[config.mk]
export PLATFORM = sky130hd
export DESIGN_NAME = mem_arbiter_2p
export DESIGN_NICKNAME = d
export VERILOG_FILES = /design/src/rtl/mem_arbiter_2p.sv
export SDC_FILE = /design/constraint.sdc
export NUM_CORES = 1
export LEC_CHECK = 0
export ABC_AREA = 0
export CAP_MARGIN = 20
export CORE_MARGIN = 4
export CORE_UTILIZATION = 37
export DETAILED_ROUTE_END_ITERATION = 8
export PLACE_DENSITY = 0.75
export SYNTH_ARGS = -nofsm -noshare
export SYNTH_HDL_FRONTEND = slang
export SYNTH_SLANG_ARGS = --single-unit
[constraint.sdc]
create_clock -name clk -period 1.5 [get_ports clk]
set_input_delay 0.375 -clock clk [delete_from_list [all_inputs] [get_ports clk]]
set_output_delay 0.375 -clock clk [all_outputs]
set_load 0.1 [all_outputs]
[src/rtl/mem_arbiter_2p.sv]
// Round-robin two-port arbiter/sequencer for a single-port register memory; write acks 2 cycles after grant, read acks 2+RD_LAT cycles after grant.
// The losing requester is held without ack until the winner's ACK cycle; it then wins the next grant.
module mem_arbiter_2p #(
    parameter int DATA_W = 16,
    parameter int ADDR_W = 4,
    parameter int RD_LAT = 1
) (
    input  logic              clk,
    input  logic              reset,
    input  logic              req0,
    input  logic              wr0,
    input  logic [ADDR_W-1:0] addr0,
    input  logic [DATA_W-1:0] wdata0,
    output logic              ack0,
    output logic [DATA_W-1:0] rdata0,
    input  logic              req1,
    input  logic              wr1,
    input  logic [ADDR_W-1:0] addr1,
    input  logic [DATA_W-1:0] wdata1,
    output logic              ack1,
    output logic [DATA_W-1:0] rdata1,
    output logic              mem_sel,
    output logic              mem_wr,
    output logic [ADDR_W-1:0] mem_addr,
    output logic [DATA_W-1:0] mem_wdata,
    input  logic [DATA_W-1:0] mem_rdata,
    output logic              busy
);

    localparam int CNT_W = $clog2(RD_LAT + 1);

    typedef enum logic [1:0] {IDLE, ISSUE, WAIT, ACK} state_t;

    typedef struct packed {
        logic              wr;
        logic [ADDR_W-1:0] addr;
        logic [DATA_W-1:0] wdata;
    } req_t;

    state_t           state;
    req_t             cur;
    req_t             port0_req;
    req_t             port1_req;
    logic             id;
    logic             last_gnt;
    logic             gnt_id;
    logic [CNT_W-1:0] cnt;

    assign port0_req = '{wr: wr0, addr: addr0, wdata: wdata0};
    assign port1_req = '{wr: wr1, addr: addr1, wdata: wdata1};

    // On a tie the port that did not win last time is granted.
    assign gnt_id = (req0 && req1) ? ~last_gnt : req1;

    assign mem_addr  = cur.addr;
    assign mem_wdata = cur.wdata;

    always_ff @(posedge clk) begin
        if (!reset) begin
            state    <= IDLE;
            cur      <= '0;
            id       <= 1'b0;
            last_gnt <= 1'b1;
            cnt      <= '0;
            ack0     <= 1'b0;
            ack1     <= 1'b0;
            rdata0   <= '0;
            rdata1   <= '0;
            mem_sel  <= 1'b0;
            mem_wr   <= 1'b0;
            busy     <= 1'b0;
        end else begin
            ack0    <= 1'b0;
            ack1    <= 1'b0;
            mem_sel <= 1'b0;
            mem_wr  <= 1'b0;
            case (state)
                IDLE: begin
                    if (req0 || req1) begin
                        id       <= gnt_id;
                        last_gnt <= gnt_id;
                        cur      <= gnt_id ? port1_req : port0_req;
                        mem_sel  <= 1'b1;
                        mem_wr   <= gnt_id ? wr1 : wr0;
                        busy     <= 1'b1;
                        state    <= ISSUE;
                    end
                end
                ISSUE: begin
                    if (cur.wr) begin
                        ack0  <= ~id;
                        ack1  <= id;
                        state <= ACK;
                    end else begin
                        cnt   <= CNT_W'(RD_LAT);
                        state <= WAIT;
                    end
                end
                WAIT: begin
                    cnt <= cnt - CNT_W'(1);
                    // Last wait cycle: memory read data is valid now.
                    if (cnt == CNT_W'(1)) begin
                        if (id) rdata1 <= mem_rdata;
                        else    rdata0 <= mem_rdata;
                        ack0  <= ~id;
                        ack1  <= id;
                        state <= ACK;
                    end
                end
                ACK: begin
                    busy  <= 1'b0;
                    state <= IDLE;
                end
                default: state <= IDLE;
            endcase
        end
    end

endmodule
==> flow_summary.ini <==
[yosys]
ys_top_cells_by_area = dfxtp_1 (48%), a21oi_1 (14%), nand2_1 (12%)
ys_ff_latch = 63
synth-seq-area-share_pct = 48.0
synth_cell_types = 31
ys_top_cells_by_count = nand2_1 (87), a21oi_1 (75), dfxtp_1 (63)
syn_nets = 396
synth_flop_cell = dfxtp_1
ys.warnings.count = 0
synth-async-reset-ratio_pct = 0
synth_top_area_cell = dfxtp_1
synth_cells = 328
syn_avg_cell_area_um2 = 8.00
yosys.cell_count.top_type = nand2_1
synth_top_area_share_pct = 48.0
netlist_area_um2 = 2630
synth_edf_count = 0

[global_routing]
antenna_found_initial = 0
grt_first_pass_wirelength_mm = 12.2
grt_pass1_vias = 2580
grt_max_degree = 23
grt.overflow.total = 0
grt_use_total_pct = 18.1

[timing]
finalCritPeriodShare_pct = 95.8
tns_ns = 0
tightest_slew_ns = 0.334
hold_viol_final = 0
max-slew-margin-rel_pct = 77.7
max_freq_ghz = 0.696
finalWorstSetupSlack_ns = 0.0633
setup-violations-final = 0
min_period_ns = 1.44
clock_skew_ns = 0.00464
slew_viol_final = 0

[die]
die_h_um = 92.2
core-area_um2 = 6830
io_pins = 119
die_area_um2 = 8510
die_w_um = 92.2
num_rows = 30
start_util_pct = 38.4

[power_and_ir_drop]
peakVddDrop_uv = 1460
power_density_nw_per_um2 = 1720
p_leak_nw = 1.85

[placement]
dp_cells = 525
dp.final_hpwl_mm = 6.00
dp_slack_ns = -0.238
post_dp_cell_area_um2 = 4490
globalplace.congestion = 0.775
portBuffers = 118

[setup_path]
critPathLaunchType = flop
critPathLaunch = state[1]
crit_path_cell_trace = inv_1 > ha_1 > nor3b_2 > or3_4 > a221oi_2
r2r_start = state[1]
rrSetupSlack_ns = 0.06
crit_arrival_ns = 1.68
reg2regPathDepth = 5
worstSetupEndpointType = flop
r2r_end = state[0]
crit_fanout = 3
crit_type = reg2reg
cp_slowest_cell = dfxtp_2
slowest_delay_ns = 0.34
crit_required_ns = 1.75

[cts]
cts_tree = done
htree_num_levels = 3
clkTransAtPathRegs_ns = 0.06
cts.path.max_buffers = 2
post_cts_buffers = 0
postCtsHoldBufs = 0
root_buffer = clkbuf_8
clk_latency_ns = 0.34
numCtsBuffers = 9
cts_sinks = 63

[final_layout]
n_antenna_cell = 0
final_area_um2 = 4740
postLayoutCoreUtil_pct = 69.4
final_cells = 541
drive_above_1_share_pct = 24.5
area_growth_pct = 80.6
num-nets-final = 509
fill_cells = 525

[detailed_routing]
dr.first_iter.drc_count = 79
vias_per_cell = 4.85
met1_length_mm = 3.03
met3_length_um = 744
post-route-drc-count = 0
top_layer = met4
ant_nets = 0
firstDrtPassIters = 5
routed_wl_mm = 7.86
wire_per_inst_um = 14.5
met2_length_mm = 4.00
vias = 2625

[job]
maxCapViolCount = 0

[worst_hold_path]
hold_end = rdata1[5]
holdPathStages = 2
min_path_type = reg2reg
min-delay-start = rdata1[5]

[outcome]
outcome = completed
[critical path: cells and delay by family (launching register included)]
| family | cells | cell delay (ns) |
|---|---|---|
| adder cells (fa/ha/maj) | 1 | 0.21 |
| AO/OA/AOI/OAI | 1 | 0.23 |
| flip-flops | 1 | 0.34 |
| AND/OR/NAND/NOR | 2 | 0.50 |
| buffers and inverters | 1 | 0.07 |
[routing by layer]
metal  vias up  track usage, %
met2       111            31.6
met4         0            7.67
met1      1202            19.9
met5         -               0
li1       1306               -
met3         6            6.23
[repair_timing]
action / CTS / global route
pin swaps: 0 / 2
gates cloned: 0 / 1
setup endpoints to repair: 16 / 21
hold endpoints to repair: 0 / 0
resized for setup: 1 / 13
[power breakdown]
group	switching (W)	internal (W)	total, W
Sequential	0.000305	0.00198	0.00228
Combinational	0.00261	0.00165	0.00426
Clock	0.000627	0.000967	0.00159
Total	0.00354	0.00459	0.00813
[cells in the final DEF, fill, tap and decap left out, types with 2 or more instances in the layout]
cell type / Yosys / final
o21ai_0: 23 / 23
a21oi_1: 75 / 75
buf_12: 0 / 62
nand2_1: 87 / 87
clkbuf_8: 0 / 10
ha_1: 6 / 4
dfxtp_1: 63 / 61
nor3_1: 2 / 2
inv_1: 3 / 2
buf_4: 22 / 18
dfxtp_2: 0 / 2
ha_2: 0 / 2
clkinv_2: 0 / 2
clkdlybuf4s50_1: 0 / 61
inv_2: 1 / 2
nor2_1: 4 / 4
mux2i_1: 3 / 3
bufinv_16: 0 / 2
nor2b_1: 3 / 2
[sequential cells by signal, summed over array words and instances (netlist names)]
signal	cells
ack1	1
mem_wr	1
ack0	1
id	1
mem_sel	1
cur	1
mem_wdata	16
busy	1
last_gnt	1
state	2
cnt	1
rdata1	16
mem_addr	4
rdata0	16
[cell type report]
class,count,area [µm²],share of cell area [%]
Inverter,4,15.0,0.317
Tap cell,96,120,2.53
Sequential cell,63,1260,26.7
Timing Repair Buffer,143,2000,42.3
Clock buffer,11,141,2.98
Clock inverter,4,70.1,1.48
Multi-Input combinational cell,220,1130,23.8
[worst max-delay path by stage]
stage	depth (start not counted)	endpoint	slack (ns)
2_1_floorplan	5	state[0]	0.0008
3_3_place_gp	4	state[0]	-0.19
3_5_place_dp	6	mem_wdata[6]	-0.24
4_1_cts	5	state[0]	0.009
5_1_grt	6	state[0]	-0.01
6_report	5	state[0]	0.06
[kinds of logic after synthesis]
kind of cell,count (synthesis),share of synthesized area [%]
mux,3,1.14
buf+inv,45,10.1
simple gates,104,16.2
compound gates,107,21.6
fa+ha+maj,6,2.86
flops,63,48.0
[stage by stage]
step                      hold WS, ns  total power, W
after floorplan                 0.478         0.00499
after global placement          0.479         0.00643
after detailed placement        0.484         0.00650
after CTS                       0.493         0.00811
after global routing            0.506         0.00848
final                           0.490         0.00813
No activity file was read; power rests on OpenSTA's default activity.
